$ cat src/rtl/sec_sched_pkg.sv
// Shared types and defaults for the SEC decoder front-end scheduler.
// Holds the FSM state encoding and the default codeword/location widths.
package sec_sched_pkg;

  localparam int W_BITS = 36;
  localparam int N_BITS = 29;

  localparam logic [N_BITS-1:0] SEC_NOT_FOUND = '1;

  typedef enum logic [1:0] {
    S_IDLE,
    S_ISSUE,
    S_WAIT,
    S_RESP
  } state_t;

endpackage

$ cat src/rtl/sec_rr_arb2.sv
// Two-way round-robin grant: ties go to the requester opposite last_grant.
// Pure combinational; the grant register lives in the scheduler.
module sec_rr_arb2 (
  input  logic [1:0] req_valid,
  input  logic       last_grant,
  output logic [1:0] gnt,
  output logic       gnt_idx,
  output logic       gnt_any
);

  always_comb begin
    gnt_any = |req_valid;
    gnt_idx = 1'b0;
    unique case (1'b1)
      (req_valid == 2'b11): gnt_idx = ~last_grant;
      (req_valid == 2'b10): gnt_idx = 1'b1;
      default:              gnt_idx = 1'b0;
    endcase
    gnt = gnt_any ? (2'b01 << gnt_idx) : 2'b00;
  end

endmodule

$ cat src/rtl/sec_decode_scheduler.sv
// Arbitrates two requesters onto the shared SEC location decoder.
// Optional WAIT timeout abort is enabled by SEC_SCHED_TIMEOUT_EN.
module sec_decode_scheduler
  import sec_sched_pkg::*;
#(
  parameter int W_BITS  = 36,
  parameter int N_BITS  = 29,
  parameter int TIMEOUT = 64
) (
  input  logic              clk,
  input  logic              rst_n,
  input  logic [1:0]        req_valid,
  output logic [1:0]        req_ready,
  input  logic [W_BITS-1:0] req_w0,
  input  logic [W_BITS-1:0] req_w1,
  output logic [W_BITS-1:0] dec_w,
  output logic              dec_start,
  input  logic              dec_found,
  input  logic [N_BITS-1:0] dec_n,
  output logic              rsp_valid,
  input  logic              rsp_ready,
  output logic              rsp_id,
  output logic [N_BITS-1:0] rsp_n,
  output logic              rsp_timeout
);

  state_t state;
  logic   last_grant;
  logic   blank;
  logic   to_hit;
  logic   found_ok;
  logic   gnt_idx;
  logic   gnt_any;
  logic [1:0] gnt;

  sec_rr_arb2 u_arb (
    .req_valid (req_valid),
    .last_grant(last_grant),
    .gnt       (gnt),
    .gnt_idx   (gnt_idx),
    .gnt_any   (gnt_any)
  );

  assign req_ready = (state == S_IDLE) ? gnt : 2'b00;
  assign found_ok  = dec_found & ~blank;

`ifdef SEC_SCHED_TIMEOUT_EN
  logic [7:0] cnt;

  always_ff @(posedge clk or negedge rst_n) begin
    if (!rst_n) begin
      cnt <= '0;
    end else if (state == S_ISSUE) begin
      cnt <= '0;
    end else if (state == S_WAIT) begin
      cnt <= cnt + 8'd1;
    end
  end

  assign to_hit = (cnt == 8'(TIMEOUT - 1));
`else
  localparam int unused_timeout = TIMEOUT;
  assign to_hit = 1'b0;
`endif

  always_ff @(posedge clk or negedge rst_n) begin
    if (!rst_n) begin
      state       <= S_IDLE;
      last_grant  <= 1'b1;
      blank       <= 1'b0;
      dec_w       <= '0;
      dec_start   <= 1'b0;
      rsp_valid   <= 1'b0;
      rsp_id      <= 1'b0;
      rsp_n       <= '0;
      rsp_timeout <= 1'b0;
    end else begin
      dec_start <= 1'b0;
      unique case (state)
        S_IDLE: begin
          if (gnt_any) begin
            dec_w      <= gnt_idx ? req_w1 : req_w0;
            rsp_id     <= gnt_idx;
            last_grant <= gnt_idx;
            dec_start  <= 1'b1;
            state      <= S_ISSUE;
          end
        end
        S_ISSUE: begin
          // first WAIT cycle ignores a found level left from the old word
          blank <= 1'b1;
          state <= S_WAIT;
        end
        S_WAIT: begin
          blank <= 1'b0;
          if (found_ok) begin
            rsp_n       <= dec_n;
            rsp_timeout <= 1'b0;
            rsp_valid   <= 1'b1;
            state       <= S_RESP;
          end else if (to_hit) begin
            rsp_n       <= '1;
            rsp_timeout <= 1'b1;
            rsp_valid   <= 1'b1;
            state       <= S_RESP;
          end
        end
        S_RESP: begin
          if (rsp_ready) begin
            rsp_valid <= 1'b0;
            state     <= S_IDLE;
          end
        end
        default: state <= S_IDLE;
      endcase
    end
  end

endmodule

$ cat config.mk
export PLATFORM = sky130hd
export DESIGN_NAME = sec_decode_scheduler
export DESIGN_NICKNAME = d
export VERILOG_FILES = /design/src/rtl/sec_sched_pkg.sv /design/src/rtl/sec_rr_arb2.sv /design/src/rtl/sec_decode_scheduler.sv
export SDC_FILE = /design/constraint.sdc
export NUM_CORES = 1
export LEC_CHECK = 0
export CAP_MARGIN = 20
export CORE_ASPECT_RATIO = 1.2
export CORE_UTILIZATION = 38
export DETAILED_ROUTE_END_ITERATION = 6
export GPL_ROUTABILITY_DRIVEN = 0
export PLACE_DENSITY_LB_ADDON = 0.12
export SLEW_MARGIN = 10
export SYNTH_ARGS = -nofsm -noshare
export SYNTH_HDL_FRONTEND = slang
export SYNTH_SLANG_ARGS = --single-unit
$ cat constraint.sdc
create_clock -name clk -period 2 [get_ports clk]
set_input_delay 0.2 -clock clk [delete_from_list [all_inputs] [get_ports clk]]
set_output_delay 0.2 -clock clk [all_outputs]
set_load 0.01 [all_outputs]
==> results_dict.tcl <==
set metrics [dict create \
    cp_top_family "buffers and inverters" \
    start_util 0.400 \
    period_minus_slack_ns 1.75 \
    cp_cell_sequence "inv_1 -> ha_4 -> nand2_1 -> a21oi_1 -> dlygate4sd2_1" \
    drtIter0Drc 77 \
    multi_input_area_um2 1200 \
    final_common_cell "clkdlybuf4s50_1" \
    slew_violations 0 \
    critPathBufInv 2 \
    seq_area_um2 1800 \
    routed_wirelength_um 7900 \
    clockBufferDepth 2 \
    clock_latency_ns 0.33 \
    grt_usage 0.186 \
    synth_seq_area_share 0.575 \
    cts_tree "built" \
    finalCritPeriodShare 0.874 \
    netlist_area_um2 3140 \
    area_growth_pct 66.8 \
    pwr-share-seq 0.353 \
    num_io_pins 178 \
    overflow 0 \
    hold_ws_ns 0.356 \
    via_count 2555 \
    drc 15 \
    cts.clk_slew.worst_paths_ns 0.08 \
    worstHoldPathType "input pin to asynchronous set/reset pin" \
    diodes 0 \
    p_leak_nw 2.39 \
    grt_pass1_vias 2623 \
    fin_worst_skew_ns 0.00715 \
    drt-wirelength-per-cell_um 14.9 \
    nFillCells 618 \
    drt-vias-per-instance 4.80 \
    cap_viol_max_count 0 \
    finalSetupViolations 0 \
    ys_ff_latch 72 \
    critPathCaptureType "output pin" \
    portBuffers 176 \
    switching_share 0.317 \
    reg2reg_depth 4 \
    internal_power_mw 4.93 \
    clock_sinks 72 \
    cts_buffers 9 \
    rsz0062_at_grt "no" \
    violations "DRC" \
    cp.required_ns 1.80 \
    share_comb_of_total_power 0.472 \
    grt_pass1_wl_um 12500 \
    syn_avg_cell_area_um2 12.3 \
    grt_max_degree 45 \
    synthDistinctLibCells 27 \
    crit_type "flip-flop to output pin" \
    dr.pass1.iters 6 \
    fin_nets 545 \
    synth_nets 365 \
    design.die.area_um2 8620 \
    drive_gt1_frac 0.136 \
    antenna_found_initial 0 \
    slowest_stage "dfrtp_1" \
    power_density_nw_per_um2 1380 \
    critPathLaunchType "flip-flop" \
    clock_power_share 0.176 \
    synthCells 255 \
    report.final.hold_viol_count 0 \
    max_freq_mhz 572 \
    peakVddDrop_uv 1050 \
    rows 35 \
    dpl_cell_area_um2 4990 \
    drtAntennaViolNets 0 \
    root_buffer "clkbuf_8" \
    fin_area_um2 5230 \
    r2r-start "state[0]" \
    status "complete, but fails checks" \
    power_mw 7.21 \
    layout_common_cells "173 x clkdlybuf4s50_1, 71 x dfrtp_1, 37 x nand2_1, 37 x mux2i_1, 30 x mux2_2" \
    worst-path-max-fanout 7 \
    critPathLaunch "state[0]" \
    ctsHtreeMaxLevel 3 \
    yosysWarnings 0 \
    dp_hpwl_um 5890 \
    dieWidth_um 84.9 \
    fin_tns_setup_ns 0 \
    worst-path-stages 5 \
    critical-path-max-stage-delay_ns 0.40 \
    die_y_um 102 \
    core_region_area_um2 7840 \
    switchingPower_mw 2.28 \
    cp.arrival_ns 1.55 \
]
metal layers:
metal / GRT usage / part of all wire / vias up
li1: - / - / 1234
met3: 0.0693 / 0.11 / 4
met1: 0.219 / 0.40 / 1195
met5: 0 / 0 / -
met2: 0.316 / 0.48 / 122
met4: 0.0665 / 0.0061 / 0
worst paths after layout:
kind	endpoint	slack [ns]
setup / recovery	req_ready[0]	0.25
hold / removal	dec_w[28]	0.36
setup reg to reg	state[1]	0.37
hold reg to reg	dec_w[27]	0.49
max in group asynchronous	rsp_n[16]	1.08
min in group clk	rsp_n[23]	0.47
registers in the layout, summed over array words and instances, names as in the netlist:
signal / count
blank: 1
rsp_id: 1
dec_w: 36
last_grant: 1
dec_start: 1
state: 2
rsp_n: 29
rsp_valid: 1
stage by stage:
stage	std cells	setup WS, ns	utilization
floorplan	255	0.530	-
global placement	515	0.183	0.636
detailed placement	515	0.142	0.636
CTS	532	0.245	0.667
global route	532	0.153	0.667
finish	532	0.253	0.667
cells in the mapped netlist, drive strengths merged:
cell	number	area (um^2)
conb	1	3.75
ha	3	37.5
a31oi	1	6.26
mux2	30	338
nor2	2	10.0
a21o	2	15.0
buf	13	119
o32a	1	10.0
dfrtp	71	1780
a21bo	1	10.0
inv	7	26.3
a221oi	1	8.76
a21boi	1	7.51
nand3b	1	7.51
clkbuf	3	11.3
nand2b	1	6.26
a21oi	2	10.0
nand2	37	139
nor2b	1	6.26
o21ai	38	190
dfstp	1	26.3
mux2i	37	370
timing repair:
action                                 4_1_cts  5_1_grt
endpoints found under the hold margin       29        0
hold buffers                                 1        0
setup endpoints to repair                    2        0
setup buffers                                0        0
gates resized for setup                      4        0
area by class of cell:
class,count,area share
well taps,92,0.0220
multi-input cells,160,0.229
repair buffers,185,0.357
inverters,7,0.00503
clock buffers,10,0.0263
clock inverters,6,0.0158
flip-flops and latches,72,0.345
cells by family after synthesis:
logic type / count (synthesis) / synth area share
buffers and inverters: 23 / 0.0499
DFF: 72 / 0.575
AOI/OAI and AO/OA: 47 / 0.0822
other: 1 / 0.00120
muxes: 67 / 0.226
adders and majority gates: 3 / 0.0120
and+or+nand+nor: 42 / 0.0539
power by group through the flow:
stage	sequential (mW)	combinational [mW]	clock [mW]
global placement	2.53	3.36	0
CTS	2.55	3.46	1.30
finish	2.54	3.40	1.27
global route	2.64	3.69	1.36
floorplan	2.87	1.25	0
detailed placement	2.57	3.42	0
No activity file was read; power rests on OpenSTA's default activity.
